<file path="src/rtl/btn_defs.sv">
// Shared definitions for the switch debounce slice: default sizing, the simulation
// debounce length and the per-channel FSM encoding. Related option: DEBOUNCE_FALL_PULSE_EN.
package btn_defs;

  localparam int NUM_SW              = 4;
  localparam int DEBOUNCE_CYCLES     = 500000;
  localparam int DEBOUNCE_CYCLES_SIM = 4;

  typedef enum logic {
    ST_STABLE = 1'b0,
    ST_COUNT  = 1'b1
  } db_state_e;

  // Counter must hold 0 .. DEBOUNCE_CYCLES-1.
  function automatic int cnt_width(input int cycles);
    return $clog2(cycles + 1);
  endfunction

endpackage

</file>
<file path="src/rtl/debounce_channel.sv">
// One switch bit: 2-flop synchroniser, hold counter, two-state FSM and registered edge pulses.
// DEBOUNCE_FALL_PULSE_EN adds fall_pulse_o; without it only the rising pulse exists.
module debounce_channel #(
  parameter int DEBOUNCE_CYCLES = btn_defs::DEBOUNCE_CYCLES
) (
  input  logic                clk,
  input  logic                reset,
  input  logic                sw_raw_i,
  output logic                sw_stable_o,
  output logic                rise_pulse_o,
`ifdef DEBOUNCE_FALL_PULSE_EN
  output logic                fall_pulse_o,
`endif
  output btn_defs::db_state_e state_o
);

  localparam int               CNT_W    = btn_defs::cnt_width(DEBOUNCE_CYCLES);
  localparam logic [CNT_W-1:0] CNT_LAST = CNT_W'(DEBOUNCE_CYCLES - 1);

  logic                sync1_q;
  logic                sync2_q;
  logic                stable_q;
  logic                rise_q;
  logic [CNT_W-1:0]    cnt_q;
  logic [CNT_W-1:0]    cnt_d;
  btn_defs::db_state_e state_q;
  logic                differs;
  logic                accept;
`ifdef DEBOUNCE_FALL_PULSE_EN
  logic                fall_q;
`endif

  // accept fires on the DEBOUNCE_CYCLES-th consecutive differing sample; with a
  // length of 1 that is the very first one, so STABLE can accept directly.
  assign differs = (sync2_q != stable_q);
  assign accept  = differs && (cnt_q == CNT_LAST);
  assign cnt_d   = cnt_q + CNT_W'(1);

  always_ff @(posedge clk) begin
    if (reset) begin
      sync1_q  <= 1'b0;
      sync2_q  <= 1'b0;
      stable_q <= 1'b0;
      rise_q   <= 1'b0;
      cnt_q    <= '0;
      state_q  <= btn_defs::ST_STABLE;
`ifdef DEBOUNCE_FALL_PULSE_EN
      fall_q   <= 1'b0;
`endif
    end else begin
      sync1_q <= sw_raw_i;
      sync2_q <= sync1_q;
      rise_q  <= 1'b0;
`ifdef DEBOUNCE_FALL_PULSE_EN
      fall_q  <= 1'b0;
`endif
      case (state_q)
        btn_defs::ST_STABLE: begin
          if (accept) begin
            stable_q <= sync2_q;
            rise_q   <= sync2_q;
`ifdef DEBOUNCE_FALL_PULSE_EN
            fall_q   <= ~sync2_q;
`endif
            cnt_q    <= '0;
          end else if (differs) begin
            state_q <= btn_defs::ST_COUNT;
            cnt_q   <= cnt_d;
          end
        end
        btn_defs::ST_COUNT: begin
          if (!differs) begin
            state_q <= btn_defs::ST_STABLE;
            cnt_q   <= '0;
          end else if (accept) begin
            stable_q <= sync2_q;
            rise_q   <= sync2_q;
`ifdef DEBOUNCE_FALL_PULSE_EN
            fall_q   <= ~sync2_q;
`endif
            state_q  <= btn_defs::ST_STABLE;
            cnt_q    <= '0;
          end else begin
            cnt_q <= cnt_d;
          end
        end
      endcase
    end
  end

  assign sw_stable_o  = stable_q;
  assign rise_pulse_o = rise_q;
  assign state_o      = state_q;
`ifdef DEBOUNCE_FALL_PULSE_EN
  assign fall_pulse_o = fall_q;
`endif

endmodule

</file>
<file path="src/rtl/switch_debounce.sv">
// Debounces NUM_SW raw switches into clean levels plus one-cycle edge pulses.
// Define DEBOUNCE_FALL_PULSE_EN to add the fall_pulse output.
module switch_debounce #(
  parameter int NUM_SW          = btn_defs::NUM_SW,
  parameter int DEBOUNCE_CYCLES = btn_defs::DEBOUNCE_CYCLES
) (
  input  logic              clk,
  input  logic              reset,
  input  logic [NUM_SW-1:0] sw_raw,
  output logic [NUM_SW-1:0] sw_stable,
`ifdef DEBOUNCE_FALL_PULSE_EN
  output logic [NUM_SW-1:0] fall_pulse,
`endif
  output logic [NUM_SW-1:0] rise_pulse
);

  btn_defs::db_state_e chan_state [NUM_SW];

  for (genvar i = 0; i < NUM_SW; i++) begin : g_chan
    debounce_channel #(
      .DEBOUNCE_CYCLES(DEBOUNCE_CYCLES)
    ) u_chan (
      .clk         (clk),
      .reset       (reset),
      .sw_raw_i    (sw_raw[i]),
      .sw_stable_o (sw_stable[i]),
      .rise_pulse_o(rise_pulse[i]),
`ifdef DEBOUNCE_FALL_PULSE_EN
      .fall_pulse_o(fall_pulse[i]),
`endif
      .state_o     (chan_state[i])
    );

    // The clean level may only move out of a counting run (or out of reset).
    stable_moves_from_count: assert property (@(posedge clk) disable iff (reset)
      (sw_stable[i] != $past(sw_stable[i])) |->
        ($past(reset) || (DEBOUNCE_CYCLES == 1) ||
         ($past(chan_state[i]) == btn_defs::ST_COUNT)));
  end

endmodule

</file>
<file path="config.mk">
export PLATFORM = sky130hd
export DESIGN_NAME = switch_debounce
export DESIGN_NICKNAME = d
export VERILOG_FILES = /design/src/rtl/btn_defs.sv /design/src/rtl/debounce_channel.sv /design/src/rtl/switch_debounce.sv
export SDC_FILE = /design/constraint.sdc
export NUM_CORES = 1
export LEC_CHECK = 0
export ABC_AREA = 1
export ABC_CLOCK_PERIOD_IN_PS = 2300
export BUFFER_PORTS_ARGS = -buffer_cell sky130_fd_sc_hd__buf_2
export CAP_MARGIN = 15
export CORE_UTILIZATION = 30
export DETAILED_ROUTE_END_ITERATION = 7
export PLACE_DENSITY = 0.43
export SETUP_SLACK_MARGIN = 0.02
export SKIP_CTS_REPAIR_TIMING = 1
export SYNTH_ARGS = -nofsm -noshare
export SYNTH_HDL_FRONTEND = slang
export SYNTH_SLANG_ARGS = --single-unit
</file>
<file path="constraint.sdc">
create_clock -name clk -period 2.3 [get_ports clk]
set_input_delay 0.69 -clock clk [delete_from_list [all_inputs] [get_ports clk]]
set_output_delay 0.69 -clock clk [all_outputs]
set_load 0.005 [all_outputs]
</file>
==> results of run 1 <==
[logic make-up (layout without fill, tap and decap cells)]
kind of cell	count (synthesis)	in the layout	share of synthesized area, %
XOR/XNOR	23	23	3.93
AO/OA/AOI/OAI	93	93	9.70
adder cells (fa/ha/maj)	4	4	0.942
flip-flops	96	96	36.2
buffers and inverters	115	129	9.28
AND/OR/NAND/NOR	446	446	40.0
[path summary, 6_finish.rpt]
| kind | startpoint | endpoint | slack (ns) |
|---|---|---|---|
| max | g_chan[2].u_chan.cnt_q[1] | g_chan[2].u_chan.cnt_q[17] | 0.58 |
| min | g_chan[3].u_chan.sync1_q | g_chan[3].u_chan.sync2_q | 0.41 |
| max reg2reg | g_chan[2].u_chan.cnt_q[1] | g_chan[2].u_chan.cnt_q[17] | 0.58 |
| min reg2reg | g_chan[3].u_chan.sync1_q | g_chan[3].u_chan.sync2_q | 0.41 |
[registers in the layout (all words and copies together) (netlist names)]
signal                      cells
g_chan.u_chan.state_o           4
g_chan.u_chan.sw_stable_o       4
g_chan.u_chan.rise_pulse_o      4
g_chan.u_chan.cnt_q            76
g_chan.u_chan.sync2_q           4
g_chan.u_chan.sync1_q           4
[synthesized netlist by cell type, drive strengths merged, types with 13 or more instances]
library cell / number
o22ai: 16
buf: 17
nor2: 115
nand4: 23
nand2: 221
o21ai: 39
nor3: 13
inv: 96
nand3: 65
a21oi: 29
xor2: 18
dfxtp: 96
[power by group]
part	switching, mW	internal, mW
logic	0.0876	0.0307
registers	0.00926	1.67
clock network	0.656	0.950
total	0.753	2.66
[critical path, cell delays in order, from the launching register on]
cell and delay (ns):
dfxtp_1 0.37, ha_1 0.20, nand2_1 0.11, nor2_4 0.15, nand3_1 0.21, nand3_2 0.29
inv_1 0.13, nand2_1 0.08, o21ai_1 0.05
[layer usage]
layer | vias to the layer above | wire, microns
li1 | 2514 | -
met1 | 2199 | 6230
met2 | 71 | 5840
met3 | 19 | 400
met4 | 0 | 263
met5 | - | 0
[final cells by class]
class | instances | share of cell area, %
repair buffers | 17 | 1.62
well taps | 225 | 4.80
clock inverters | 3 | 1.15
clock buffers | 12 | 4.03
flip-flops and latches | 96 | 32.8
inverters | 97 | 6.25
multi-input cells | 566 | 49.4
==> run metrics, run 1 <==
vias per cell 4.73; vias in the first global route 4,457; Most used DFF post-synth dfxtp_1; global route hottest layer met2; max-slew violations 0; most common cell after layout, fill and taps aside nand2_1; Sink Count 96; later-pin clock latency in the skew report 0.35 ns; top-level I/O count 14; final worst slack 0.581 ns; clk buf depth 2; Crit path required time 2.53 ns; largest net degree at the start of global routing 33; LEAKAGE 2.10 nW; Syn Nets 787; std cell rows 48; Synth Instances 777; initial core utilization 30.7%; clock edge transition at the registers on the reported setup and hold paths 0.07 ns; final hold vios 0; crit path DAT 1.95 ns; total grt overflow 0; Iteration-0 DRC Markers 280; clk root buf clkbuf_16; nets 797; final instance area 0.00587 sq mm; Crit. End Element flop; DRT Wirelength 12.7 mm; Post-Syn Area 0.00531 sq mm; M2 GR Usage 23.9%; Worst IR Drop VDD 0.000364 V; #FFs+latches synth 96; Max Fclk 0.582 GHz; Post-Syn Area per Cell 6.84 sq um; Post-DP HPWL 9.43 mm; power density over cell area 581 mW/mm^2; worst slack at placement 0.550 ns; All-Layer GR Usage 15.0%; routed length per instance 12.5 microns; first-pass GRT wire length 21.7 mm; count of final setup violators 0; Die X 135 microns; worst hold slack 0.407 ns; layout filler cell count 1,902; critical path startpoint category flop; RSZ-0062 raised after global routing false; register area share after synthesis 36.2%; Tot Pwr 3.41 mW; Slew HR 61.5%; H-tree levels 3; yosys warns 0; routability congestion estimate 0.838; Fin Setup TNS 0 ns; detailed-route via count 4,803; Multi-input gate area 0.00290 sq mm; Worst Skew 0.00989 ns; register area 0.00192 sq mm; core area 0.0173 sq mm; WS Path Type flop to flop; Die Ht 135 microns; Worst-Margin Slew 0.577 ns; met3 usage 2.14%; CTS Buf Count 9; die footprint 0.0182 sq mm; Port Buffers 13; top cell type's share of synthesized area 36.2%; share of cells above drive strength 1 12.3%; grt met1 use 20.1%; initial antenna violation count 0; Crit Path Max Fanout 11; CTS tree yes; antenna viol nets, final 0; Synth area leader dfxtp_1; DRC 0; FF-to-FF path depth 8; Cell variety after synth 46; Post-Place Cells 1,001; drt pass-1 iters 5; post-layout utilization of the core 33.9%; number of enable flip-flop cells after synthesis 0; min Tclk post-route 1.72 ns; most frequent cells in the layout nand2_1 (207), dfxtp_1 (96), nor2_1 (92); Area after DPL 0.00556 sq mm; final cell count without fillers 1,016; Tcrit/Tclk final 74.7%; Max-Cap Viols 0; area grow syn2layout 10.4%; top cells by area, synth dfxtp_1 (36%), nand2_1 (15%), nor2_1 (6.5%); HP Class flop to flop; ant diodes 0; status complete, no violations; Min-Delay Path Depth 2; async set-or-reset flop fraction in the synthesized netlist 0%
Note: power is estimated with default switching activity, not from simulation.
==> inputs of run 2 (changes only) <==
Settings changed: ABC_CLOCK_PERIOD_IN_PS 2300 to 1400, PLACE_DENSITY 0.43 to 0.45.
Clock period 2.3 ns to 1.4 ns, I/O delays scaled along.
==> run 2 against run 1 <==
Against the previous run:
- die area did not move
- non-clock buffer count up 94
- hold slack got worse by 0.14 ns
- largest power group unchanged
- maximum frequency rose by 20%
- via count is 8.5% higher
- the flow now finishes with violations (negative setup slack)
- power rose by 61%
- global-route usage grew 0.72 points
- critical endpoint is now g_chan[3].u_chan.cnt_q[18]
- combinational power grew to 2.9 times the previous value
- routed wire length is 12% higher
==> run metrics, run 2 (synthesis results as in run 1) <==
most frequent cells in the layout nand2_1 (190), inv_1 (82), buf_4 (78); Fin Setup TNS -0.176 ns (-0.176 ns); ant diodes 0 (unchanged); DRC 0 (unchanged); initial antenna violation count 0 (unchanged); Crit Path Max Fanout 3 (-8); Crit. End Element flop; HP Start sw_raw[1]; LEAKAGE 2.83 nW (+35%); initial core utilization 30.7% (unchanged); min Tclk post-route 1.44 ns (-0.282 ns); final worst slack -0.0368 ns (-0.618 ns); Die Ht 135 microns (unchanged); routed length per instance 12.8 microns (+2.4%); routed wl met2 6.86 mm (+17%); Worst Skew 0.00478 ns (-0.00511 ns); Iteration-0 DRC Markers 343 (+23%); most common cell after layout, fill and taps aside nand2_1; Post-DP HPWL 10.1 mm (+7.5%); detailed-route via count 5,209 (+8.5%); Most flops, register g_chan.u_chan.cnt_q; Worst-Margin Slew 0.358 ns (-0.219 ns); clock edge transition at the registers on the reported setup and hold paths 0.07 ns (about the same); WS Path Type flop to flop; top-level I/O count 14 (unchanged); Tcrit/Tclk final 103% (+28 points); Sink Count 96 (unchanged); critical path startpoint category flop; HP Class primary input to flop; max-slew violations 0 (unchanged); Switching Power 1.34 mW (+77%); clk root buf clkbuf_16; sw frac 24.4% (+2.3 points); vias per cell 4.68 (-1.0%); die footprint 0.0182 sq mm (unchanged); All-Layer GR Usage 15.7% (+0.72 points); DRT Wirelength 14.3 mm (+12%); final hold vios 0 (unchanged); Slew HR 76.1% (+15 points); nets 893 (+12%); FF-to-FF path depth 10 (+2); Worst IR Drop VDD 0.000583 V (+60%); vias in the first global route 4,795 (+7.6%); std cell rows 48 (unchanged); routability congestion estimate 0.884 (+5.4%); wire length on met3 412 microns (+3.0%); total grt overflow 0 (unchanged); Min-Delay Path Depth 3 (+1); RSZ-0062 raised after global routing true; CTS tree yes; Tot Pwr 5.48 mW (+61%); hold path endpoint g_chan[1].u_chan.sync1_q; H-tree levels 3 (unchanged); Sequential Power Share 50.5% (+1.1 points); crit path DAT 1.72 ns (-0.23 ns); CTS Buf Count 9 (unchanged); Port Buffers 13 (unchanged); status finished, violations left; count of final setup violators 9 (+9); failing checks negative setup slack; max FFs per register 76 (unchanged); share of cells above drive strength 1 36.4% (+24 points); internal power 4.14 mW (+56%); Multi-input gate area 0.00350 sq mm (+21%); M1 WL 6.79 mm (+9.1%); largest net degree at the start of global routing 24 (-27%); antenna viol nets, final 0 (unchanged); highest routed layer met4; r2r endpoint g_chan[3].u_chan.cnt_q[18]; Area after DPL 0.00617 sq mm (+11%); post-layout utilization of the core 42.3% (+8.3 points); CP max-delay cell dfxtp_2; power density over cell area 749 mW/mm^2 (+29%); worst slack at placement -0.0612 ns (-0.611 ns); core area 0.0173 sq mm (unchanged); first-pass GRT wire length 22.8 mm (+5.0%); max incr delay on CP 0.36 ns (about the same); Max Fclk 0.696 GHz (+20%); drt pass-1 iters 4 (-1); clk buf depth 2 (unchanged); worst r2r src g_chan[3].u_chan.cnt_q[1]; area grow syn2layout 37.6%; reg2reg setup slack -0.04 ns (-0.62 ns); combinational share of power 6.3% (+2.8 points); part of the power in the clock network 43.3% (-3.8 points); later-pin clock latency in the skew report 0.35 ns (about the same); Die X 135 microns (unchanged); final instance area 0.00731 sq mm (+25%); Crit path required time 1.68 ns (-0.85 ns); layout filler cell count 1,790 (-5.9%); Max-Cap Viols 0 (unchanged); register area 0.00197 sq mm (+2.6%); launch point of the worst path g_chan[3].u_chan.cnt_q[1]; Critical Path, Cell by Cell ha_4, nand2_4, nor2_4, buf_4, nand2_4, nor2_4, nand3_1, nand2_1, nand2_1, a21oi_2
## run 2: changes by cell type in the layout (fill, tap and decap cells not counted), sizes merged
cell      change
inv           -1
nor2          +1
clkinv        +2
bufinv        -2
nand3         +1
clkbuf        +1
buf          +94
clkinvlp      +1
## run 2: power by group through the flow
stage	Sequential, mW	Clock [mW]	Combinational [mW]
3_3_place_gp	2.83	0	0.279
3_5_place_dp	2.83	0	0.280
2_1_floorplan	2.83	0	0.144
5_1_grt	2.77	2.54	0.378
4_1_cts	2.76	2.42	0.282
6_report	2.76	2.37	0.344
## run 2: routing by layer
| metal | vias to the layer above | GRT usage [%] |
|---|---|---|
| met4 | 0 | 5.93 |
| li1 | 2710 | - |
| met5 | - | 0 |
| met3 | 19 | 2.40 |
| met1 | 2410 | 21.1 |
| met2 | 70 | 25.2 |
## run 2: final cells by class
type | instances | area share (%)
Clock buffer | 13 | 3.42
Clock inverter | 3 | 0.240
Inverter | 97 | 5.14
Multi-Input combinational cell | 568 | 47.9
Sequential cell | 96 | 27.0
Tap cell | 225 | 3.85
Timing Repair Buffer | 111 | 12.5
## run 2: how the worst max path moves through the flow
stage,slack [ns],endpoint
4_1_cts,-0.09,g_chan[3].u_chan.cnt_q[7]
2_1_floorplan,0.03,g_chan[3].u_chan.cnt_q[7]
6_report,-0.04,g_chan[3].u_chan.cnt_q[18]
5_1_grt,-0.12,g_chan[3].u_chan.cnt_q[18]
3_3_place_gp,-0.05,g_chan[3].u_chan.cnt_q[3]
3_5_place_dp,-0.06,g_chan[3].u_chan.cnt_q[7]
## run 2: worst max-delay path: cells and delay by family, from the launching register on
family                     cells  cell delay [ns]
AOI/OAI and AO/OA              1             0.12
and+or+nand+nor                7             0.58
buffers and inverters          1             0.15
adders and majority gates      1             0.15
DFF                            1             0.36
## run 2: metrics by stage
stage	std cells	hold slack [ns]
6_report	1113	0.270
5_1_grt	1113	0.274
4_1_cts	1093	0.262
3_5_place_dp	1077	0.402
3_3_place_gp	1077	0.397
2_1_floorplan	777	0.388
==> inputs of run 3 (changes only) <==
Settings changed: CORE_ASPECT_RATIO from default to 1.25, PLACE_DENSITY 0.45 to default, PLACE_DENSITY_LB_ADDON from default to 0.15.
==> run 3 against run 2 <==
Against the previous run:
- the flow still finishes with violations (negative setup slack)
- clock power is 21% higher
- worst setup slack better by 0.0046 ns
- clock skew is 0.00077 ns higher
- register-to-register slack hardly changed
- sequential cell count stayed put
- routed wire length is 0.72% higher
- final cell count is 0.99% higher
- maximum frequency is 0.32% higher
- global-route usage is 0.52 points higher
- non-clock buffer count is 13 higher
- first-iteration DRC count is 31% lower
- sequential power hardly changed
==> run metrics, run 3 (synthesis results as in run 1) <==
internal power 4.59 mW (+11%); core area 0.0174 sq mm (+0.39%); clock edge transition at the registers on the reported setup and hold paths 0.07 ns (about the same); launch point of the worst path g_chan[1].u_chan.cnt_q[6]; detailed-route via count 5,132 (-1.5%); share of cells above drive strength 1 34.8% (-1.6 points); HP Start sw_raw[2]; Post-DP HPWL 10.6 mm (+4.9%); Max-Cap Viols 0 (unchanged); count of final setup violators 3 (-6); Tot Pwr 5.94 mW (+8.5%); WS Path Type flop to flop; max-slew violations 0 (unchanged); Die Ht 151 microns (+12%); post-layout utilization of the core 42.4% (+0.12 points); Crit Path Max Fanout 6 (+3); crit path DAT 1.72 ns (about the same); Sequential Power Share 46.5% (-4.0 points); clk buf depth 2 (unchanged); part of the power in the clock network 48.3% (+5.0 points); CTS tree yes; antenna viol nets, final 0 (unchanged); worst hold slack 0.265 ns (-0.00441 ns); routability congestion estimate 0.867 (-1.9%); first-pass GRT wire length 23.3 mm (+2.3%); HP Class primary input to flop; r2r endpoint g_chan[1].u_chan.cnt_q[14]; area grow syn2layout 38.5%; most common cell after layout, fill and taps aside nand2_1; crit path capture g_chan[1].u_chan.cnt_q[14]; min Tclk post-route 1.43 ns (-0.00461 ns); clk root buf clkbuf_16; Iteration-0 DRC Markers 236 (-31%); largest net degree at the start of global routing 16 (-33%); critical path startpoint category flop; Die X 121 microns (-10%); final worst slack -0.0322 ns (+0.00461 ns); DRC 0 (unchanged); later-pin clock latency in the skew report 0.35 ns (about the same); All-Layer GR Usage 16.2% (+0.52 points); RSZ-0062 raised after global routing true; initial antenna violation count 0 (unchanged); top-level I/O count 14 (unchanged); Port Buffers 13 (unchanged); layout filler cell count 1,812 (+1.2%); Sink Count 96 (unchanged); max FFs per register 76 (unchanged); initial core utilization 30.6% (-0.12 points); power density over cell area 808 mW/mm^2 (+7.8%); DRT Wirelength 14.4 mm (+0.72%); worst r2r src g_chan[1].u_chan.cnt_q[6]; failing checks negative setup slack; Crit. End Element flop; H-tree levels 3 (unchanged); total grt overflow 0 (unchanged); drt pass-1 iters 4 (unchanged); Worst IR Drop VDD 0.000577 V (-1.2%); Tcrit/Tclk final 102% (-0.33 points); Max Fclk 0.698 GHz (+0.32%); combinational share of power 5.2% (-1.1 points); Crit path required time 1.69 ns (about the same); status finished, violations left; std cell rows 54 (+13%); routed length per instance 12.8 microns (-0.26%); ant diodes 0 (unchanged); vias in the first global route 4,909 (+2.4%); sw frac 22.8% (-1.6 points); Worst-Margin Slew 0.308 ns (-0.0503 ns); Slew HR 79.3% (+3.2 points); die footprint 0.0183 sq mm (about the same); CTS Buf Count 9 (unchanged); vias per cell 4.57 (-2.4%); FF-to-FF path depth 7 (-3); Switching Power 1.35 mW (+1.3%); Most flops, register g_chan.u_chan.cnt_q; LEAKAGE 2.87 nW (+1.5%); nets 905 (+1.3%); reg2reg setup slack -0.03 ns (about the same); most frequent cells in the layout nand2_1 (193), buf_4 (96), inv_1 (82); Worst Skew 0.00555 ns (+0.000768 ns); final hold vios 0 (unchanged)
-- run 3: cell count changes in the layout (fill, tap and decap cells not counted), sizes merged --
cell      previous run  this run
buf                111       124
bufinv               0         2
clkbuf              13        12
clkinv               3         1
clkinvlp             2         1
inv                 95        97
nand3               66        65
-- run 3: routing by layer --
| metal | vias to the layer above | part of all wire [%] | global-route usage (%) | wire length, microns |
|---|---|---|---|---|
| met3 | 21 | 1.4 | 2.07 | 203 |
| met5 | - | 0 | 0 | 0 |
| met4 | 0 | 1.8 | 6.98 | 266 |
| met1 | 2335 | 46 | 20.0 | 6570 |
| met2 | 44 | 51 | 28.2 | 7350 |
| li1 | 2732 | - | - | - |
-- run 3: per-stage QoR --
stage               cells  setup TNS [ns]  area, sq um  setup slack (ns)
floorplan             777               0         5310            0.0286
global placement     1092          -0.330         6280           -0.0443
detailed placement   1092          -0.816         6280           -0.0630
CTS                  1108           -1.55         6620           -0.0987
global route         1124           -2.15         7360            -0.168
finish               1124         -0.0731         7360           -0.0322
-- run 3: worst min path at each step --
stage                                          end  slack, ns  cells past startpoint
final                     g_chan[2].u_chan.sync1_q       0.27                      3
after global routing      g_chan[1].u_chan.sync1_q       0.27                      3
after CTS                 g_chan[2].u_chan.sync1_q       0.25                      3
after detailed placement  g_chan[0].u_chan.sync2_q       0.39                      2
after global placement    g_chan[0].u_chan.sync2_q       0.39                      2
after floorplan           g_chan[0].u_chan.sync2_q       0.39                      2
-- run 3: power by group through the flow --
stage	registers [mW]	clock network [mW]	logic (mW)
final	2.76	2.87	0.310
after global routing	2.77	3.04	0.341
after CTS	2.76	2.95	0.266
after detailed placement	2.83	0	0.265
after global placement	2.83	0	0.265
after floorplan	2.83	0	0.144
-- run 3: final cells by class --
cell class,count,area (sq um),share of cell area [%]
Timing Repair Buffer,124,987,13.4
Tap cell,224,280,3.81
Multi-Input combinational cell,567,3410,46.4
Inverter,97,375,5.10
Clock inverter,4,73.8,1.00
Clock buffer,12,267,3.62
Sequential cell,96,1960,26.7
-- run 3: worst max-delay path: stages (launching register included) --
cell and delay [ns]:
dfxtp_1 0.40, nand2_1 0.11, nor2_1 0.26, nand3_4 0.14, nor2_4 0.18, buf_4 0.13
o21ai_1 0.06, a21oi_2 0.09
